File: config.mk
export PLATFORM = sky130hd
export DESIGN_NAME = mdio_responder
export DESIGN_NICKNAME = d
export VERILOG_FILES = /design/src/rtl/mdio_pkg.sv /design/src/rtl/mdio_sync_edge.sv /design/src/rtl/mdio_responder.sv
export SDC_FILE = /design/constraint.sdc
export NUM_CORES = 1
export LEC_CHECK = 0
export CAP_MARGIN = 40
export CORE_MARGIN = 2
export CORE_UTILIZATION = 40
export DETAILED_ROUTE_END_ITERATION = 7
export GPL_TIMING_DRIVEN = 1
export PLACE_DENSITY_LB_ADDON = 0.08
export SYNTH_ARGS = -nofsm -noshare
export SYNTH_HDL_FRONTEND = slang
export SYNTH_SLANG_ARGS = --single-unit
File: constraint.sdc
create_clock -name clk_clk -period 3.45 [get_ports clk_clk]
set_input_delay 0.69 -clock clk_clk [delete_from_list [all_inputs] [get_ports clk_clk]]
set_output_delay 0.69 -clock clk_clk [all_outputs]
set_load 0.1 [all_outputs]
File: src/rtl/mdio_pkg.sv
`default_nettype none
// ============================================================================
// mdio_pkg : shared types and field constants for the MDIO responder
// Revision : 1.0
// ============================================================================
package mdio_pkg;

  typedef enum logic [2:0] {
    ST_IDLE  = 3'd0,
    ST_START = 3'd1,
    ST_OP    = 3'd2,
    ST_PHYAD = 3'd3,
    ST_REGAD = 3'd4,
    ST_TA    = 3'd5,
    ST_DATA  = 3'd6,
    ST_SKIP  = 3'd7
  } mdio_state_t;

  localparam logic [1:0] OP_READ  = 2'b10;
  localparam logic [1:0] OP_WRITE = 2'b01;

  localparam int PHYAD_W   = 5;
  localparam int REGAD_W   = 5;
  localparam int DATA_W    = 16;
  localparam int SKIP_BITS = 18;

endpackage
`default_nettype wire

File: src/rtl/mdio_sync_edge.sv
`default_nettype none
// ============================================================================
// mdio_sync_edge : 2-flop synchronizers, one path with a rising-edge detector
// Revision : 1.0
// ============================================================================
module mdio_sync_edge #(
  parameter int unsigned         LEVEL_W   = 1,
  parameter logic [LEVEL_W-1:0]  LEVEL_RST = '1
) (
  input  logic               clk,
  input  logic               reset_n,
  input  logic               edge_in,
  output logic               edge_rise,
  input  logic [LEVEL_W-1:0] level_in,
  output logic [LEVEL_W-1:0] level_out
);

  logic               edge_s1;
  logic               edge_s2;
  logic               edge_prev;
  logic [LEVEL_W-1:0] lvl_s1;
  logic [LEVEL_W-1:0] lvl_s2;

  always_ff @(posedge clk) begin
    if (!reset_n) begin
      edge_s1   <= 1'b0;
      edge_s2   <= 1'b0;
      edge_prev <= 1'b0;
      lvl_s1    <= LEVEL_RST;
      lvl_s2    <= LEVEL_RST;
    end else begin
      edge_s1   <= edge_in;
      edge_s2   <= edge_s1;
      edge_prev <= edge_s2;
      lvl_s1    <= level_in;
      lvl_s2    <= lvl_s1;
    end
  end

  assign edge_rise = edge_s2 & ~edge_prev;
  assign level_out = lvl_s2;

endmodule
`default_nettype wire

File: src/rtl/mdio_responder.sv
`default_nettype none
// ============================================================================
// mdio_responder : Clause-22 MDIO responder serving a 32 x 16-bit register model
// Revision : 1.0
// ============================================================================
module mdio_responder
  import mdio_pkg::*;
#(
  parameter logic [4:0]  PHY_ADDR     = 5'd0,
  parameter logic [15:0] PHY_ID1      = 16'h0141,
  parameter logic [15:0] PHY_ID2      = 16'h0CC2,
  parameter logic [31:0] WR_MASK      = 32'hFFFF_FFF1,
  parameter int unsigned MIN_PREAMBLE = 32
) (
  input  logic        clk_clk,
  input  logic        reset_reset_n,
  input  logic        mdc,
  input  logic        mdio_in,
  output logic        mdio_out,
  output logic        mdio_oen,
  input  logic [15:0] status_in,
  output logic        reg_wr_valid,
  output logic [4:0]  reg_wr_addr,
  output logic [15:0] reg_wr_data,
  output logic        frame_err
);

  // Registers 1..3 are synthesised from status/ID values and never stored.
  localparam logic [31:0] STORE_MASK = WR_MASK & ~32'h0000_000E;
  localparam logic [5:0]  PRE_MAX    = 6'h3F;

  mdio_state_t        state_q, state_d;
  logic [5:0]         pre_cnt_q, pre_cnt_d;
  logic [4:0]         bit_cnt_q, bit_cnt_d;
  logic               op_hi_q, op_hi_d;
  logic               is_read_q, is_read_d;
  logic [PHYAD_W-1:0] phyad_q, phyad_d;
  logic [REGAD_W-1:0] regad_q, regad_d;
  logic [DATA_W-1:0]  shift_q, shift_d;
  logic               out_q, out_d;
  logic               oen_q, oen_d;
  logic               wr_valid_q, wr_valid_d;
  logic               err_q, err_d;
  logic [REGAD_W-1:0] wr_addr_q, wr_addr_d;
  logic [DATA_W-1:0]  wr_data_q, wr_data_d;

  logic               mdc_rise;
  logic               mdio_s;
  logic [REGAD_W-1:0] rd_addr;
  logic [DATA_W-1:0]  rd_data;
  logic [DATA_W-1:0]  reg_q [32];

  mdio_sync_edge #(
    .LEVEL_W   (1),
    .LEVEL_RST (1'b1)
  ) u_sync (
    .clk       (clk_clk),
    .reset_n   (reset_reset_n),
    .edge_in   (mdc),
    .edge_rise (mdc_rise),
    .level_in  (mdio_in),
    .level_out (mdio_s)
  );

  // Address being completed by the current REGAD sample.
  assign rd_addr = {regad_q[REGAD_W-2:0], mdio_s};

  always_comb begin
    rd_data = reg_q[rd_addr];
    if (rd_addr == 5'd1)      rd_data = status_in;
    else if (rd_addr == 5'd2) rd_data = PHY_ID1;
    else if (rd_addr == 5'd3) rd_data = PHY_ID2;
  end

  always_comb begin
    state_d    = state_q;
    pre_cnt_d  = pre_cnt_q;
    bit_cnt_d  = bit_cnt_q;
    op_hi_d    = op_hi_q;
    is_read_d  = is_read_q;
    phyad_d    = phyad_q;
    regad_d    = regad_q;
    shift_d    = shift_q;
    out_d      = out_q;
    oen_d      = oen_q;
    wr_valid_d = 1'b0;
    err_d      = 1'b0;
    wr_addr_d  = wr_addr_q;
    wr_data_d  = wr_data_q;

    if (mdc_rise) begin
      case (state_q)
        ST_IDLE: begin
          if (mdio_s) begin
            if (pre_cnt_q != PRE_MAX) pre_cnt_d = pre_cnt_q + 6'd1;
          end else begin
            pre_cnt_d = '0;
            if (32'(pre_cnt_q) >= MIN_PREAMBLE) state_d = ST_START;
          end
        end
        ST_START: begin
          bit_cnt_d = '0;
          if (mdio_s) begin
            state_d = ST_OP;
          end else begin
            err_d   = 1'b1;
            state_d = ST_IDLE;
          end
        end
        ST_OP: begin
          if (bit_cnt_q == 5'd0) begin
            op_hi_d   = mdio_s;
            bit_cnt_d = 5'd1;
          end else begin
            bit_cnt_d = '0;
            case ({op_hi_q, mdio_s})
              OP_READ: begin
                is_read_d = 1'b1;
                state_d   = ST_PHYAD;
              end
              OP_WRITE: begin
                is_read_d = 1'b0;
                state_d   = ST_PHYAD;
              end
              default: begin
                err_d   = 1'b1;
                state_d = ST_IDLE;
              end
            endcase
          end
        end
        ST_PHYAD: begin
          phyad_d = {phyad_q[PHYAD_W-2:0], mdio_s};
          if (bit_cnt_q == 5'(PHYAD_W - 1)) begin
            bit_cnt_d = '0;
            state_d   = ST_REGAD;
          end else begin
            bit_cnt_d = bit_cnt_q + 5'd1;
          end
        end
        ST_REGAD: begin
          regad_d = rd_addr;
          if (bit_cnt_q == 5'(REGAD_W - 1)) begin
            bit_cnt_d = '0;
            if (phyad_q != PHY_ADDR) begin
              state_d = ST_SKIP;
            end else begin
              state_d = ST_TA;
              if (is_read_q) shift_d = rd_data;
            end
          end else begin
            bit_cnt_d = bit_cnt_q + 5'd1;
          end
        end
        ST_TA: begin
          // A read drives the second turnaround bit low; a write just consumes two bits.
          if (is_read_q) begin
            out_d     = 1'b0;
            oen_d     = 1'b0;
            bit_cnt_d = '0;
            state_d   = ST_DATA;
          end else if (bit_cnt_q == 5'd0) begin
            bit_cnt_d = 5'd1;
          end else begin
            bit_cnt_d = '0;
            state_d   = ST_DATA;
          end
        end
        ST_DATA: begin
          if (is_read_q) begin
            if (bit_cnt_q == 5'(DATA_W)) begin
              out_d     = 1'b1;
              oen_d     = 1'b1;
              bit_cnt_d = '0;
              state_d   = ST_IDLE;
            end else begin
              out_d     = shift_q[DATA_W-1];
              oen_d     = 1'b0;
              shift_d   = {shift_q[DATA_W-2:0], 1'b0};
              bit_cnt_d = bit_cnt_q + 5'd1;
            end
          end else begin
            shift_d = {shift_q[DATA_W-2:0], mdio_s};
            if (bit_cnt_q == 5'(DATA_W - 1)) begin
              wr_valid_d = 1'b1;
              wr_addr_d  = regad_q;
              wr_data_d  = {shift_q[DATA_W-2:0], mdio_s};
              bit_cnt_d  = '0;
              state_d    = ST_IDLE;
            end else begin
              bit_cnt_d = bit_cnt_q + 5'd1;
            end
          end
        end
        ST_SKIP: begin
          if (bit_cnt_q == 5'(SKIP_BITS - 1)) begin
            bit_cnt_d = '0;
            state_d   = ST_IDLE;
          end else begin
            bit_cnt_d = bit_cnt_q + 5'd1;
          end
        end
        default: state_d = ST_IDLE;
      endcase
    end
  end

  always_ff @(posedge clk_clk) begin
    if (!reset_reset_n) begin
      state_q    <= ST_IDLE;
      pre_cnt_q  <= '0;
      bit_cnt_q  <= '0;
      op_hi_q    <= 1'b0;
      is_read_q  <= 1'b0;
      phyad_q    <= '0;
      regad_q    <= '0;
      shift_q    <= '0;
      out_q      <= 1'b1;
      oen_q      <= 1'b1;
      wr_valid_q <= 1'b0;
      err_q      <= 1'b0;
      wr_addr_q  <= '0;
      wr_data_q  <= '0;
    end else begin
      state_q    <= state_d;
      pre_cnt_q  <= pre_cnt_d;
      bit_cnt_q  <= bit_cnt_d;
      op_hi_q    <= op_hi_d;
      is_read_q  <= is_read_d;
      phyad_q    <= phyad_d;
      regad_q    <= regad_d;
      shift_q    <= shift_d;
      out_q      <= out_d;
      oen_q      <= oen_d;
      wr_valid_q <= wr_valid_d;
      err_q      <= err_d;
      wr_addr_q  <= wr_addr_d;
      wr_data_q  <= wr_data_d;
    end
  end

  for (genvar i = 0; i < 32; i++) begin : g_reg
    if (STORE_MASK[i]) begin : g_store
      logic [DATA_W-1:0] q;
      always_ff @(posedge clk_clk) begin
        if (!reset_reset_n) q <= '0;
        else if (wr_valid_d && (wr_addr_d == 5'(i))) q <= wr_data_d;
      end
      assign reg_q[i] = q;
    end else begin : g_none
      assign reg_q[i] = '0;
    end
  end

  assign mdio_out     = out_q;
  assign mdio_oen     = oen_q;
  assign reg_wr_valid = wr_valid_q;
  assign reg_wr_addr  = wr_addr_q;
  assign reg_wr_data  = wr_data_q;
  assign frame_err    = err_q;

endmodule
`default_nettype wire

## Word-level counts from Yosys, hierarchy flattened

Cells that the tools add are included.

- Register bits: 536
- Input port bits: 20
- Output and inout port bits: 25
- Word-level logic and storage cells: 226

- Add/subtract/negate cells: 2
- $lt $le $gt $ge: 2
- Equal/unequal tests: 60
- Muxes and demuxes: 61
- Bitwise logic cells: 4
- Reductions and logical operators: 49

Operator list:

| operator | number |
|---|---|
| $mux W16 | 14 |
| $eq A5 B5 Y1 const B | 18 |
| $bmux W16 S5 | 1 |
| $mux W5 | 10 |
| $eq A5 B4 Y1 const B | 9 |
| $mux W3 | 11 |
| $pmux W16 S2 | 1 |
| $pmux W5 S6 | 1 |
| $logic_and A1 B1 Y1 | 29 |
| $eq A5 B3 Y1 const B | 5 |
| $pmux W3 S8 | 1 |
| $ne A2 B2 Y1 const B | 11 |
| $mux W1 | 13 |
| $eq A3 B3 Y1 const B | 4 |
| $ge A6 B6 Y1 const B | 2 |
| $mux W6 | 2 |
| $ne A3 B3 Y1 const B | 4 |
| $eq A5 B2 Y1 const B | 2 |
| $logic_not A5 Y1 | 2 |
| $reduce_and A10 Y1 | 1 |
| $pmux W1 S2 | 4 |
| $reduce_and A2 Y1 | 4 |
| $reduce_and A4 Y1 | 2 |
| $add A6 B1 Y6 const B | 1 |
| other kinds (18) | 26 |

## Depth between registers and ports, before layout

Gate-level depths: netlist of run 1.

- Word-level depth: 11
- Gate-level depth with buffers: 11
- Mapped depth without buffers: 8

## By module

Synthesis of run 1 repeated with hierarchy kept, for this count alone.

- Cells, all modules: 2,400
- Area, all modules: 24,713.7 sq um

By module, submodules not included:

| module | instances | cells each | area each (sq um) | seq. area each (sq um) |
|---|---|---|---|---|
| mdio_responder | 1 | 2,389 | 24,576.1 | 10,630.2 |
| mdio_sync_edge | 1 | 11 | 137.6 | 100.1 |

## Worst setup path after synthesis of run 1

Ideal clock, no wire load.

- Path kind: reg-to-reg
- Start: register bit_cnt_q[0]
- End: register g_reg[30].g_store.q[10]
- Setup time: 0.072 ns
- Arrival: 2.667 ns
- Data required time: 3.378 ns
- Setup slack: 0.711 ns
- Stages on the path, launching flop included: 11
- Path buffers: 2
- Period minus slack after synthesis: 2.739 ns
- Path through: dfxtp_1 ha_1 and3_1 ha_1 buf_2 mux2i_1 nor3_1 nand4_1 nor2_2 buf_4 mux2i_1

- Cells in the longest elaborated chain, start to end: 7
- Elaborated cells on any way between the ends: 15
- Classes of those cells: 2 x eq/ne; 12 x mux; 1 x reduce/logical

Ends and longest elaborated chain:

| item | line | source |
|---|---|---|
| from (decl) | mdio_responder.sv:34 | `logic [4:0] bit_cnt_q, bit_cnt_d;` |
| from (signal assigned) | mdio_responder.sv:227 | `bit_cnt_q <= bit_cnt_d;` |
| $eq A5 B4 Y1 * | mdio_responder.sv:184 | `if (bit_cnt_q == 5'(DATA_W - 1)) begin` |
| $mux W5 | mdio_responder.sv:184 |  |
| $mux W5 | mdio_responder.sv:170 | `if (is_read_q) begin` |
| $mux W5 | mdio_responder.sv:92 | `case (state_q)` |
| $mux W5 | mdio_responder.sv:91 | `if (mdc_rise) begin` |
| $eq A5 B5 Y1 | mdio_responder.sv:247 | `else if (wr_valid_d && (wr_addr_d == 5'(i))) q <= wr_data_d;` |
| $logic_and A1 B1 Y1 | mdio_responder.sv:247 |  |
| to (signal assigned) | mdio_responder.sv:247 |  |
| to (decl) | mdio_responder.sv:244 | `logic [DATA_W-1:0] q;` |

Every way passes the cells marked *; elsewhere a longest branch is shown, timed or not.
A chain may end at the register's enable or synchronous reset.

## Final worst setup path of run 1

- Start: register bit_cnt_q[0]
- End: register g_reg[5].g_store.q[7]

- Cells in the longest elaborated chain, start to end: 7
- Elaborated cells on any way between the ends: 15
- Classes of those cells: 2 x eq/ne; 12 x mux; 1 x reduce/logical

Ends and longest elaborated chain:

| item | line |
|---|---|
| $eq A5 B4 Y1 * | mdio_responder.sv:184 |
| $mux W5 | mdio_responder.sv:184 |
| $mux W5 | mdio_responder.sv:170 |
| $mux W5 | mdio_responder.sv:92 |
| $mux W5 | mdio_responder.sv:91 |
| $eq A5 B3 Y1 | mdio_responder.sv:247 |
| $logic_and A1 B1 Y1 | mdio_responder.sv:247 |
| to (signal assigned) | mdio_responder.sv:247 |
| to (decl) | mdio_responder.sv:244 |

Marked as above.

==> key figures, run 1 <==
Synth
  • FFs w/ async S/R, synth: 0
  • Post-synthesis register bit count: 536
  • Syn Inst Count: about 2400
  • Synth warn: 0
  • Synth Flop Type: dfxtp_1
  • Post-synth EDFFs: 0
  • Mean Syn Cell Area: between 10 and 15 um2
  • Synth cell types: 72
  • Sequential share of the synthesized area: 0.444
  • Syn_nets: around 2400
  • Synth Cell Area: 24200 um2

STA
  • Final hold violations: 0
  • RSZ-0062 raised after global routing: false
  • Max Clock Skew: about 0.027 ns
  • Worst Tran Pin Value: approximately 0.88 ns
  • Slew Viols, Final: 0
  • TNS Setup: 0 ns
  • Tcrit/Tclk final: 0.872
  • Max frequency: 332 MHz
  • Setup Viol. Count Final: 0
  • Clock period minus worst slack: ~3.0 ns
  • Worst rel slew slack: 0.413

Final layout
  • Antenna diode count: 0
  • Filler cells: 5635
  • Final Non-Filler Cells: between 3000 and 4000
  • Post-Route Utilization: 0.460
  • Area delta synth->final: 14.2%
  • Area taken by multi-input logic gates: 12300 um2
  • Design Area, Final: 27600 um2
  • Sequential standard cell area: about 11000 um2
  • Layout cells sized above 1: 0.162
  • Fin nets: between 2000 and 2500

Placement
  • HPWL after detailed placement: 45300 um
  • Cell Area, Placed: between 20000 and 30000 um2
  • IO buf count: 44
  • GPL Wtd Cong: around 0.8
  • Placed Instances: about 3100

Floorplan
  • Boundary Pins: between 40 and 50
  • Die Wd: ~250 um
  • Core Area: between 60000 and 70000 um2
  • Die Area: just over 60000 um2
  • Num rows: 90
  • DIE HEIGHT: 250 um
  • Initial Util: 0.403

Clocking
  • Worst-Skew Late Latency: roughly 0.63 ns
  • Clk sinks: approximately 540
  • # hold bufs at CTS: 0
  • TritonCTS clock tree: yes
  • Deepest clock path buffer count: 3
  • Root Driver: clkbuf_16
  • CTS Buf Count: 60
  • Clk slew on worst S/H paths: ~0.060 ns
  • CTS H-tree lvls: 2

Routing
  • Vias: between 15000 and 20000
  • Post-Route WL: roughly 70000 um
  • Detail Route Antenna Nets: 0
  • TritonRoute pass-1 iters: 8
  • Drt drc: 0
  • Drt wl/cell: 22.1 um
  • Starting DRC count in detailed routing: around 1100
  • DR vias/cell: between 5 and 6

Worst setup path
  • Crit path max fanout: 16
  • Crit. End Element: flop
  • FF-to-FF path depth: 8
  • Crit path kind: reg2reg
  • CP arrival: roughly 3.5 ns
  • Worst r2r dst: g_reg[5].g_store.q[7]
  • R2r setup slk: 0.44 ns
  • Critical Path RT: roughly 4 ns
  • CP startpoint: bit_cnt_q[0]
  • Crit path to: g_reg[5].g_store.q[7]
  • Startpoint types: flop
  • R2r startpoint: bit_cnt_q[0]

Global routing
  • Remaining global-route overflow: 0
  • Gr usage total: 0.225
  • Largest net degree at the start of global routing: between 100 and 150
  • Number of global-route vias before repair: around 17000
  • Initial antenna violation count: 0
  • First-pass GRT wire length: 108000 um

Power
  • Cell Pwr Density: ~470 nW/um2
  • Total leakage power: about 11 nW
  • PnR Total Power: 0.0130 W
  • Maximum vdd ir drop: around 0.36 mV

Flow run
  • Maxcap violations: 0

Hold path
  • Tightest Hold Check Type: reg2reg
  • Hold Crit Start: u_sync.lvl_s1
  • WHS Path Cells: 1

Status
  • Outcome: completed
==> synth_stat cells, types with 5 or more instances <==
library cell / instances / area share
clkbuf_1: 139 / 0.022
nand2_1: 544 / 0.085
a211oi_1: 12 / 0.0037
o211ai_1: 10 / 0.0031
mux2_2: 29 / 0.014
a22oi_1: 11 / 0.0034
and3_1: 6 / 0.0016
nor2_2: 14 / 0.0036
a221oi_1: 5 / 0.0018
nor3_1: 16 / 0.0033
nand2_2: 13 / 0.0034
buf_6: 17 / 0.0079
nand4_1: 11 / 0.0028
buf_4: 6 / 0.0019
nor2_1: 53 / 0.0082
and2_1: 5 / 0.0013
mux4_2: 97 / 0.090
buf_1: 8 / 0.0012
a21oi_1: 45 / 0.0093
nor2b_1: 32 / 0.0083
dfxtp_1: 536 / 0.44
buf_2: 37 / 0.0077
nand2b_1: 18 / 0.0047
ha_1: 9 / 0.0047
o21ai_0: 29 / 0.0060
inv_1: 36 / 0.0056
o22ai_1: 13 / 0.0034
mux2i_1: 512 / 0.21
a211o_1: 5 / 0.0018
nand3_1: 23 / 0.0048
==> cell type report <==
class	instances	share of cell area
inverters	36	0.00490
repair buffers	139	0.0490
clock buffers	91	0.0659
flip-flops and latches	536	0.389
clock inverters	22	0.00843
well taps	782	0.0355
multi-input cells	1587	0.447
==> per-stage QoR <==
step                setup slack, ns  hold WS [ns]
finish                        0.440         0.410
global route                  0.207         0.443
CTS                           0.288         0.413
detailed placement            0.344         0.391
global placement              0.402         0.400
floorplan                     0.711         0.386
==> what timing repair did <==
| action | 4_1_cts | 5_1_grt |
|---|---|---|
| gates resized for setup | 0 | 1 |
| setup buffers | 0 | 0 |
| endpoints found under the setup margin | 0 | 1 |
| hold endpoints to repair | 0 | 0 |
==> state kept, by name, indices dropped and copies added, names as in the netlist, 3 cells and up <==
register	flops
regad_q	5
bit_cnt_q	5
reg_wr_addr	5
shift_q	16
phyad_q	5
state_q	3
pre_cnt_q	6
g.g_store.q	464
reg_wr_data	16
==> how the worst min path moves through the flow <==
| stage | to | slack, ns |
|---|---|---|
| floorplan | u_sync.level_out | 0.39 |
| global placement | u_sync.level_out | 0.40 |
| detailed placement | u_sync.level_out | 0.39 |
| CTS | u_sync.level_out | 0.41 |
| global route | u_sync.level_out | 0.44 |
| finish | u_sync.level_out | 0.41 |
==> layout by cell type (no fill, tap or decap), types with 23 or more instances in the layout <==
master,netlist,final
a21oi_1,45,45
buf_4,6,88
clkbuf_16,0,61
clkdlybuf4s50_1,0,26
dfxtp_1,536,532
inv_1,36,36
mux2_2,29,29
mux2i_1,512,512
mux4_2,97,97
nand2_1,544,544
nand3_1,23,23
nor2_1,53,53
nor2b_1,32,32
o21ai_0,29,29
==> cells by family after synthesis <==
family / after synthesis / synth area share
xor+xnor: 5 / 0.00181
flops: 536 / 0.444
buf+inv: 244 / 0.0461
fa+ha+maj: 9 / 0.00466
simple gates: 760 / 0.136
compound gates: 174 / 0.0508
mux: 639 / 0.317
==> routing by layer <==
| layer | GRT usage | vias up | part of all wire |
|---|---|---|---|
| li1 | - | 8224 | - |
| met1 | 0.316 | 8642 | 0.47 |
| met2 | 0.362 | 419 | 0.46 |
| met3 | 0.0324 | 92 | 0.047 |
| met4 | 0.0613 | 0 | 0.024 |
| met5 | 0 | - | 0 |
==> worst max-delay path, cell delays in order, from the launching register on <==
cell     delay, ns
dfxtp_1       0.41
ha_1          0.21
and3_1        0.22
ha_1          0.36
mux2i_1       0.43
nand2_1       0.15
nor3_1        0.33
nand2_2       0.48
mux2i_1       0.24
==> report_power, final <==
part	leakage (nW)	switching [W]	total, W	internal (W)
clock	1.00	0.00268	0.00654	0.00386
combinational	5.65	0.000171	0.000253	0.0000820
sequential	4.32	0.00000752	0.00620	0.00619
total	11.0	0.00286	0.0130	0.0101
No activity file was read; power rests on OpenSTA's default activity.
==> run 2, diff against run 1 <==
- HOLD_SLACK_MARGIN: default -> 0.02
==> results of run 2 <==
No change in the layout: final DEF, timing and power equal those of run 1.
==> variant 1 (settings of run 1) <==
Re-encode `mdio_state_t` (8 states) as Gray code, 3 bits wide.
--- a/src/rtl/mdio_pkg.sv
+++ b/src/rtl/mdio_pkg.sv
@@ -8,10 +8,10 @@
   typedef enum logic [2:0] {
-    ST_IDLE  = 3'd0,
-    ST_START = 3'd1,
-    ST_OP    = 3'd2,
-    ST_PHYAD = 3'd3,
-    ST_REGAD = 3'd4,
-    ST_TA    = 3'd5,
-    ST_DATA  = 3'd6,
-    ST_SKIP  = 3'd7
+    ST_IDLE  = 3'b000,
+    ST_START = 3'b001,
+    ST_OP    = 3'b011,
+    ST_PHYAD = 3'b010,
+    ST_REGAD = 3'b110,
+    ST_TA    = 3'b111,
+    ST_DATA  = 3'b101,
+    ST_SKIP  = 3'b100
   } mdio_state_t;
Behaviour: no difference found for any inputs over 4 cycles, from zero or initial values and one cycle with reset_reset_n low; so few cycles prove little.
==> variant 1 against run 1 <==
  * Sequential share of layout area increased by 0.59 points
  * Critical path depth up 3
  * Critical endpoint is now g_reg[4].g_store.q[4]
  * Global-route usage grew 5.4 points
  * Sequential cell count is the same
  * Clock power down 5.2%
  * First-iteration DRC count increased by 77%
  * Worst setup slack got worse by 0.13 ns
  * Critical path type unchanged
  * Area after synthesis down 3.2%
  * Highest routed layer unchanged
  * Total power down 2.3%
  * Routed wire length up 20%
  * Final area decreased by 1.5%
  * Final cell count is 8.9% higher
==> variant 1: results <==
set metrics [dict create \
    status "completed" \
    synthXorXnorAreaFrac_pct 0.187 \
    drt-vias-per-instance 5.76 \
    crit_fanout 18 \
    gr-usage-met2_pct 43.4 \
    leakagePower_nw 9.04 \
    synth_commonest_cells "dfxtp_1 (536), nand2_1 (478), nor2_1 (364)" \
    gp_congestion 0.957 \
    clockBufferDepth 3 \
    r2r-end "g_reg[4].g_store.q[4]" \
    synthTopCellsByArea "dfxtp_1 (46%), a211oi_1 (8.5%), mux4_2 (7.9%), nand2_1 (7.7%), nor2_1 (5.8%)" \
    wl_mm 84.8 \
    wl_met3_mm 6.23 \
    drtIter0Drc 1912 \
    cp_slowest_cell "nor2_2" \
    grt.total_usage_pct 28.0 \
    regMostFlops "g.g_store.q" \
    port_buffers 44 \
    m1WireLength_mm 37.8 \
    met1_usage_pct 39.1 \
    met2WireLength_mm 37.8 \
    firstDrtPassIters 5 \
    synth-seq-area-share_pct 45.9 \
    worst_ep_arrival_time_ns 3.68 \
    htreeDepth 2 \
    grt_pass1_wl_mm 126 \
    ir_worst_vdd_mv 0.366 \
    synth_fa_ha_area_share_pct 0.481 \
    critPathMaxStageDelay_ns 0.64 \
    relSlewSlack_pct 42.3 \
    rrSetupSlack_ns 0.31 \
    use_met3_pct 4.89 \
    place_hpwl_mm 57.7 \
    grt_max_degree 90 \
    synthMuxAreaShare_pct 12.8 \
    drive_gt1_share_pct 15.8 \
    grt_pass1_vias 19000 \
    synth_top_family_by_area "compound AO/OA/AOI/OAI gates" \
    synth_compound_area_share_pct 18.4 \
]
[variant 1: changes by cell type after synthesis, moves of 26 or more]
cell / delta
buf_2: +45
a211oi_1: +254
nand2_1: -66
nor2_1: +311
nor2b_1: -26
mux2i_1: -435
a21oi_1: +206
[variant 1: worst min-delay path by stage]
| stage | to | slack, ns | cells past startpoint |
|---|---|---|---|
| after global routing | u_sync.level_out | 0.44 | 1 |
| after CTS | u_sync.level_out | 0.42 | 1 |
| after global placement | u_sync.level_out | 0.39 | 1 |
| after floorplan | u_sync.level_out | 0.39 | 1 |
| after detailed placement | u_sync.level_out | 0.40 | 1 |
| final | u_sync.level_out | 0.41 | 1 |
[variant 1: power breakdown]
group | leakage [nW] | internal (W) | switching [W] | total, W
registers | 4.32 | 0.00619 | 0.0000114 | 0.00620
clock network | 0.942 | 0.00360 | 0.00260 | 0.00620
logic | 3.78 | 0.0000989 | 0.000189 | 0.000288
[variant 1: layout make-up]
cell class,instances,area (um^2),share of cell area [%]
multi-input combinational,1853,11600,42.5
timing repair buffer,199,1980,7.27
sequential,536,10700,39.5
inverter,16,67.6,0.249
clock inverter,17,143,0.525
clock buffer,90,1740,6.41
tap,765,957,3.52
antenna,1,2.50,0.00921
[variant 1: metrics by stage]
| stage | std cells | setup WS, ns | hold WS [ns] | instance area [um^2] |
|---|---|---|---|---|
| global route | 3476 | 0.0166 | 0.442 | 27200 |
| global placement | 3356 | 0.275 | 0.393 | 25100 |
| detailed placement | 3369 | 0.379 | 0.401 | 25300 |
| CTS | 3476 | 0.357 | 0.416 | 27200 |
| floorplan | 2663 | 0.885 | 0.386 | 23400 |
| finish | 3477 | 0.307 | 0.410 | 27200 |
==> variant 2 (config.mk and constraints of run 1) <==
Made on the original files. The parameter `LEVEL_RST` goes from 1'b1 to 1'b0.
--- a/src/rtl/mdio_responder.sv
+++ b/src/rtl/mdio_responder.sv
@@ -54,3 +54,3 @@
     .LEVEL_W   (1),
-    .LEVEL_RST (1'b1)
+    .LEVEL_RST (1'b0)
   ) u_sync (
Check against the original RTL: no difference found for any inputs over 4 cycles, from zero or initial values and one cycle with reset_reset_n low; that may be too few to reach the edited logic, so the function may still have changed.
==> variant 2 against run 1 <==
  * Final area decreased by 0.93%
  * Routed wire length grew 0.85%
  * Total power shrank 2.6%
  * Worst setup slack worse by 0.028 ns
  * Sequential cell count is the same
  * Area after synthesis hardly changed
  * Critical path depth stayed put
  * Critical path type unchanged
  * Largest cell class unchanged
==> variant 2: results <==
set metrics [dict create \
    status "completed" \
    r2r-end "g_reg[5].g_store.q[14]" \
    grt.total_usage_pct 22.7 \
    hold_class "input pin to flip-flop" \
    synth_compound_area_share_pct 5.08 \
    whs_path_depth 2 \
    dp.cells 3067 \
    ys_types 72 \
    antenna_found_initial 0 \
    ir_worst_vdd_mv 0.433 \
    synth_commonest_cells "nand2_1 (544), dfxtp_1 (536), mux2i_1 (512)" \
    r2r-start "bit_cnt_q[0]" \
    clock_skew_ns 0.0301 \
    rrSetupSlack_ns 0.41 \
    synth_edf_count 0 \
    place_hpwl_mm 44.3 \
    synthTopCellsByArea "dfxtp_1 (44%), mux2i_1 (21%), mux4_2 (9.0%), nand2_1 (8.5%), clkbuf_1 (2.1%)" \
    leakagePower_nw 10.7 \
    final_cells 3172 \
    drive_gt1_share_pct 15.4 \
    postCtsSetupBuffers 0 \
    grt_max_degree 239 \
    grt_pass1_vias 17200 \
    firstDrtPassIters 6 \
    synthArstFlopShare_pct 0 \
    clockBufferDepth 3 \
    clkTransAtPathRegs_ns 0.06 \
    wl_mm 71.2 \
    worst_ep_arrival_time_ns 3.50 \
    regMostFlops "g.g_store.q" \
    grt_pass1_wl_mm 108 \
    avgSynthCellArea_um2 10.2 \
    gp_congestion 0.825 \
    synthXorXnorAreaFrac_pct 0.181 \
    synth-seq-area-share_pct 44.4 \
    drtIter0Drc 1125 \
    tightest_slew_ns 1.13 \
    synth_fa_ha_area_share_pct 0.466 \
    htreeDepth 2 \
    crit_fanout 16 \
    synthMuxAreaShare_pct 31.7 \
    drt-vias-per-instance 5.42 \
    nets 2376 \
]
[variant 2: worst max-delay path: stages (launching register included)]
cell and delay [ns]:
dfxtp_1 0.42, ha_1 0.21, and3_1 0.22, ha_1 0.36, mux2i_1 0.43, nand2_1 0.16, nor3_1 0.32, nand2_2 0.50
mux2i_1 0.25
[variant 2: metal layers]
metal | share of wire, % | up-vias | global-route usage, %
met5 | 0 | - | 0
met4 | 2.7 | 0 | 6.88
met3 | 5.2 | 99 | 3.82
met2 | 45 | 396 | 36.4
met1 | 47 | 8519 | 31.3
li1 | - | 8168 | -
[variant 2: worst min path at each step]
stage	slack (ns)	start	end
floorplan	0.41	u_sync.edge_s1	u_sync.edge_s2
global placement	0.42	u_sync.edge_s1	u_sync.edge_s2
detailed placement	0.43	u_sync.edge_s1	u_sync.edge_s2
CTS	0.36	reset_reset_n	mdio_out
global route	0.41	reset_reset_n	mdio_oen
finish	0.40	reset_reset_n	mdio_out
[variant 2: kinds of logic (layout without fill, tap and decap cells)]
logic type                 after synthesis  count (layout)
adders and majority gates                9               9
buffers and inverters                  244             267
muxes                                  639             639
AOI/OAI and AO/OA                      174             174
and+or+nand+nor                        760             760
DFF                                    536             536
xor gates and xnor gates                 5               5
[variant 2: layout make-up]
type / instances / area (um^2)
fillers: 5625 / 32700
clock inverters: 10 / 67.6
inverters: 36 / 135
well taps: 782 / 978
clock buffers: 95 / 1840
multi-input cells: 1587 / 12300
flip-flops and latches: 536 / 10700
repair buffers: 126 / 1240
[variant 2: where the power goes]
group          switching [W]  internal (W)
Sequential        0.00000659       0.00619
Clock                0.00261       0.00361
Combinational       0.000165     0.0000721
Total                0.00279       0.00987
[variant 2: per-stage QoR]
step	util (%)	setup WS, ns	instance area (um^2)
floorplan	-	0.711	24200
global placement	42.2	0.433	25300
detailed placement	42.4	0.353	25400
CTS	45.5	0.316	27300
global route	45.6	0.111	27300
finish	45.6	0.413	27300
